`config.mk`:
```
export PLATFORM = sky130hd
export DESIGN_NAME = reg_file_sb
export DESIGN_NICKNAME = d
export VERILOG_FILES = /design/src/rtl/reg_file_sb.sv
export SDC_FILE = /design/constraint.sdc
export NUM_CORES = 1
export LEC_CHECK = 0
export ABC_CLOCK_PERIOD_IN_PS = 14500
export CAP_MARGIN = 20
export CORE_ASPECT_RATIO = 1.1
export CORE_UTILIZATION = 55
export CTS_BUF_LIST = sky130_fd_sc_hd__clkbuf_4
export DETAILED_ROUTE_END_ITERATION = 7
export PLACE_DENSITY = 0.73
export SYNTH_ARGS = -nofsm -noshare
export SYNTH_HDL_FRONTEND = slang
export SYNTH_SLANG_ARGS = --single-unit
```
`constraint.sdc`:
```
create_clock -name clk -period 14.5 [get_ports clk]
set_input_delay 2.9 -clock clk [delete_from_list [all_inputs] [get_ports clk]]
set_output_delay 2.9 -clock clk [all_outputs]
set_load 0.01 [all_outputs]
```
`src/rtl/reg_file_sb.sv`:
```
// Parametrised register file with two registered read ports, one write-back
// port, write-to-read bypass and a per-register busy scoreboard.
module reg_file_sb #(
    parameter int unsigned DATA_W  = 8,
    parameter int unsigned ADDR_W  = 4,
    parameter bit          R0_ZERO = 1'b0
) (
    input  logic              clk,
    input  logic              reset,
    input  logic              rd_en,
    input  logic [ADDR_W-1:0] ra_addr,
    input  logic [ADDR_W-1:0] rb_addr,
    output logic [DATA_W-1:0] ra_data,
    output logic [DATA_W-1:0] rb_data,
    output logic              ra_busy,
    output logic              rb_busy,
    input  logic              alloc_en,
    input  logic [ADDR_W-1:0] alloc_addr,
    input  logic              wr_en,
    input  logic [ADDR_W-1:0] wr_addr,
    input  logic [DATA_W-1:0] wr_data,
    output logic              alloc_err,
    output logic              wb_err,
    output logic [ADDR_W:0]   busy_cnt
);

    localparam int unsigned DEPTH = 2 ** ADDR_W;

    logic [DATA_W-1:0] rf_q [DEPTH];
    logic [DEPTH-1:0]  busy_q, busy_d;
    logic [DATA_W-1:0] ra_data_q, ra_data_d, rb_data_q, rb_data_d;
    logic              ra_busy_q, ra_busy_d, rb_busy_q, rb_busy_d;
    logic              alloc_err_q, alloc_err_d, wb_err_q, wb_err_d;
    logic [ADDR_W:0]   busy_cnt_q, busy_cnt_d;

    logic wr_ok, alloc_ok;
    logic ra_zero, rb_zero;

    always_comb begin
        wr_ok    = wr_en    && !(R0_ZERO && (wr_addr    == '0));
        alloc_ok = alloc_en && !(R0_ZERO && (alloc_addr == '0));
        ra_zero  = R0_ZERO && (ra_addr == '0);
        rb_zero  = R0_ZERO && (rb_addr == '0);
    end

    // Alloc is applied after write-back so a same-cycle alloc keeps the entry busy.
    always_comb begin
        busy_d = busy_q;
        if (wr_ok)
            busy_d[wr_addr] = 1'b0;
        if (alloc_ok)
            busy_d[alloc_addr] = 1'b1;
    end

    always_comb begin
        busy_cnt_d = '0;
        for (int unsigned i = 0; i < DEPTH; i++)
            busy_cnt_d = busy_cnt_d + (ADDR_W+1)'(busy_d[i]);
    end

    always_comb begin
        alloc_err_d = alloc_ok && busy_q[alloc_addr];
        wb_err_d    = wr_ok && !busy_q[wr_addr];
    end

    always_comb begin
        ra_data_d = ra_data_q;
        rb_data_d = rb_data_q;
        ra_busy_d = ra_busy_q;
        rb_busy_d = rb_busy_q;
        if (rd_en) begin
            if (ra_zero)
                ra_data_d = '0;
            else if (wr_ok && (wr_addr == ra_addr))
                ra_data_d = wr_data;
            else
                ra_data_d = rf_q[ra_addr];

            if (rb_zero)
                rb_data_d = '0;
            else if (wr_ok && (wr_addr == rb_addr))
                rb_data_d = wr_data;
            else
                rb_data_d = rf_q[rb_addr];

            ra_busy_d = busy_d[ra_addr] && !ra_zero;
            rb_busy_d = busy_d[rb_addr] && !rb_zero;
        end
    end

    always_ff @(posedge clk) begin
        if (reset) begin
            for (int unsigned i = 0; i < DEPTH; i++)
                rf_q[i] <= '0;
            busy_q      <= '0;
            ra_data_q   <= '0;
            rb_data_q   <= '0;
            ra_busy_q   <= 1'b0;
            rb_busy_q   <= 1'b0;
            alloc_err_q <= 1'b0;
            wb_err_q    <= 1'b0;
            busy_cnt_q  <= '0;
        end else begin
            if (wr_ok)
                rf_q[wr_addr] <= wr_data;
            busy_q      <= busy_d;
            ra_data_q   <= ra_data_d;
            rb_data_q   <= rb_data_d;
            ra_busy_q   <= ra_busy_d;
            rb_busy_q   <= rb_busy_d;
            alloc_err_q <= alloc_err_d;
            wb_err_q    <= wb_err_d;
            busy_cnt_q  <= busy_cnt_d;
        end
    end

    assign ra_data   = ra_data_q;
    assign rb_data   = rb_data_q;
    assign ra_busy   = ra_busy_q;
    assign rb_busy   = rb_busy_q;
    assign alloc_err = alloc_err_q;
    assign wb_err    = wb_err_q;
    assign busy_cnt  = busy_cnt_q;

endmodule

```
==> results.ini <==
[status]
status=finished, final reports clean

[finish]
fillers=1339
layout-drive-gt1-share=0.1447
layout_commonest_cell=and2_1
fin_area_sq_um=10640
fin_nets=798
multi_input_area_sq_um=4735
regArea_sq_um=4664
area_delta_synth_final_pct=9.353
final_cell_mix=and2_1 (130), edfxtp_1 (128), mux4_2 (65), nor2_1 (52), clkdlybuf4s50_1 (49)

[die]
fp-row-count=50
die-area_sq_um=18220
die_y_um=141.5
core_area_sq_um=17140
io_pins=54
initial_utilization=0.5674
die_x_um=128.8

[synth]
synth_top_flop_cell=edfxtp_1
syn_area_per_cell_sq_um=13.36
syn-num-nets=772
yosysWarnings=0
seq_area_frac_synth=0.4796
synthCells=728
synthDistinctLibCells=54
ys_ff_latch=169
syn_area_sq_um=9726
async_reset_ff_frac=0
synth_edf_count=128

[placement]
dpl-instance-area_sq_um=10310
post-dp-hpwl_um=18830
gp_congestion=0.9239
port_buffers=53

[setup_path]
critPathTopFamily=adder cells
slowest_stage=clkdlybuf4s50_1
cp-start-kind=primary input
crit_fanout=12
crit_chain=clkdlybuf4s50_1 > nand2b_1 > o21ai_0 > nand2_1 > fa_1 > inv_1 > fa_1 > fa_1 > inv_1 > fa_1 > ha_1 > inv_1 > fa_1 > inv_1 > a21oi_1 > nor3b_1
max_stage_delay_ns=0.84
crit_type=primary input to register
cp.arrival_ns=7.84
end_kind=register
worstPathRequired_ns=15.01
critPathBufInv=5
crit_top_cell=fa_1

[timing]
timing.fmax_mhz=136.5
tightest_slew_ns=1.139
finalHoldViolCount=0
fin_worst_skew_ns=0.02215
slew_headroom=0.2407
slew_violations=0
setup_viol=0
rsz0062_at_grt=no
finalCritPeriodShare=0.5054
fin_crit_ns=7.329
final.setup.tns_ns=0

[detailed_routing]
drt-total-wl_um=27100
drc=0
drt_iter0_drc=730
ant_nets=0
vias_per_cell=6.614
routedWlPerCell_um=27.05
drt-pass1-iter-count=5
vias=6627

[clock_network]
cts_setup_buffers=0
cts_resized=0
postCtsHoldBufs=0
cts_buffer_depth=2
clkTransAtPathRegs_ns=0.16
h-tree-depth=4
clock_sinks=169
insertion_delay_ns=0.58
cts-buffers-inserted=17
cts_tree=yes
root_buffer=clkbuf_4

[global_routing]
grt_max_degree=60
grt_overflow_total=0
grt_util_all_layers=0.3193
grt_pass1_vias=6567
grt_pass1_wl_um=41290
grt_antenna_before_repair=1

[power_and_ir_drop]
power.leakage_nw=3.910
power.density_nw_per_um2=98.70
vdd_drop_max_v=0.00007257

[run]
maxCapViolCount=0

[min_path]
holdCritPathClass=register to register

[stage by stage]
step | std cells | hold slack (ns) | util | setup WS [ns] | total power, mW
2_1_floorplan | 728 | 0.5032 | - | 7.698 | 0.6800
3_3_place_gp | 969 | 0.4743 | 0.6015 | 6.766 | 0.7440
3_5_place_dp | 969 | 0.4758 | 0.6015 | 6.560 | 0.7489
4_1_cts | 1001 | 0.4952 | 0.6203 | 7.184 | 1.047
5_1_grt | 1002 | 0.5203 | 0.6204 | 6.809 | 1.083
6_report | 1002 | 0.4922 | 0.6204 | 7.171 | 1.050
[cell usage after synthesis (16+ instances only)]
cell type,number,area (sq um)
mux2i_1,16,160.2
nor2_1,52,195.2
and2_1,130,813.3
mux4_1,25,656.9
nand2_1,24,90.09
edfxtp_1,128,3844
dfxtp_1,41,820.8
inv_1,19,71.32
mux4_2,65,1464
clkbuf_1,27,101.4
a211oi_1,18,135.1
[sequential cells by signal (all words and copies together) (netlist names)]
| name | cells |
|---|---|
| rf_q | 128 |
| rb_data | 8 |
| ra_busy | 1 |
| busy_q | 16 |
| rb_busy | 1 |
| wb_err | 1 |
| busy_cnt | 5 |
| alloc_err | 1 |
| ra_data | 8 |
[area by class of cell]
type,count,area share
tap,234,0.02753
multi-input combinational,489,0.4452
clock inverter,14,0.01753
inverter,19,0.006706
antenna,1,0.0002353
clock buffer,18,0.01271
timing repair buffer,58,0.05153
sequential,169,0.4386
[cells by family (layout without fill, tap and decap cells)]
logic type,Yosys count,in the layout,synth area share
other,0,1,0
AND/OR/NAND/NOR,278,278,0.1603
flip-flops,169,169,0.4796
AO/OA/AOI/OAI,80,80,0.05596
XOR/XNOR,10,10,0.009006
buffers and inverters,70,109,0.03358
multiplexers,106,106,0.2345
adder cells (fa/ha/maj),15,15,0.02702
[layer usage]
metal  GRT usage  vias to the layer above  wire (um)
met5           0                        -          0
met4      0.1059                        0        801
met3     0.05656                       70       2437
met2      0.5044                      406      13030
met1      0.4511                     3334      10830
li1            -                     2817          -
[power by group]
part	internal, mW	total, mW	leakage (nW)	switching, mW
registers	0.549	0.564	1.56	0.0147
clock network	0.126	0.308	0.173	0.182
logic	0.0812	0.177	2.17	0.0961
total	0.757	1.05	3.91	0.293
[worst register-to-register path: cells and delay by family (launching register included)]
kind | cells | cell delay [ns]
compound gates | 2 | 0.25
fa+ha+maj | 6 | 2.61
buf+inv | 4 | 0.25
flops | 1 | 0.36
simple gates | 2 | 0.33
[worst paths after layout]
path / startpoint / endpoint / slack (ns) / cells past startpoint
hold / removal: ra_data[4] / ra_data[4] / 0.49 / 2
setup reg to reg: busy_q[1] / busy_cnt[4] / 10.64 / 14
hold reg to reg: ra_data[4] / ra_data[4] / 0.49 / 2
setup / recovery: wr_addr[0] / busy_cnt[4] / 7.17 / 16
No activity file was read; power rests on OpenSTA's default activity.
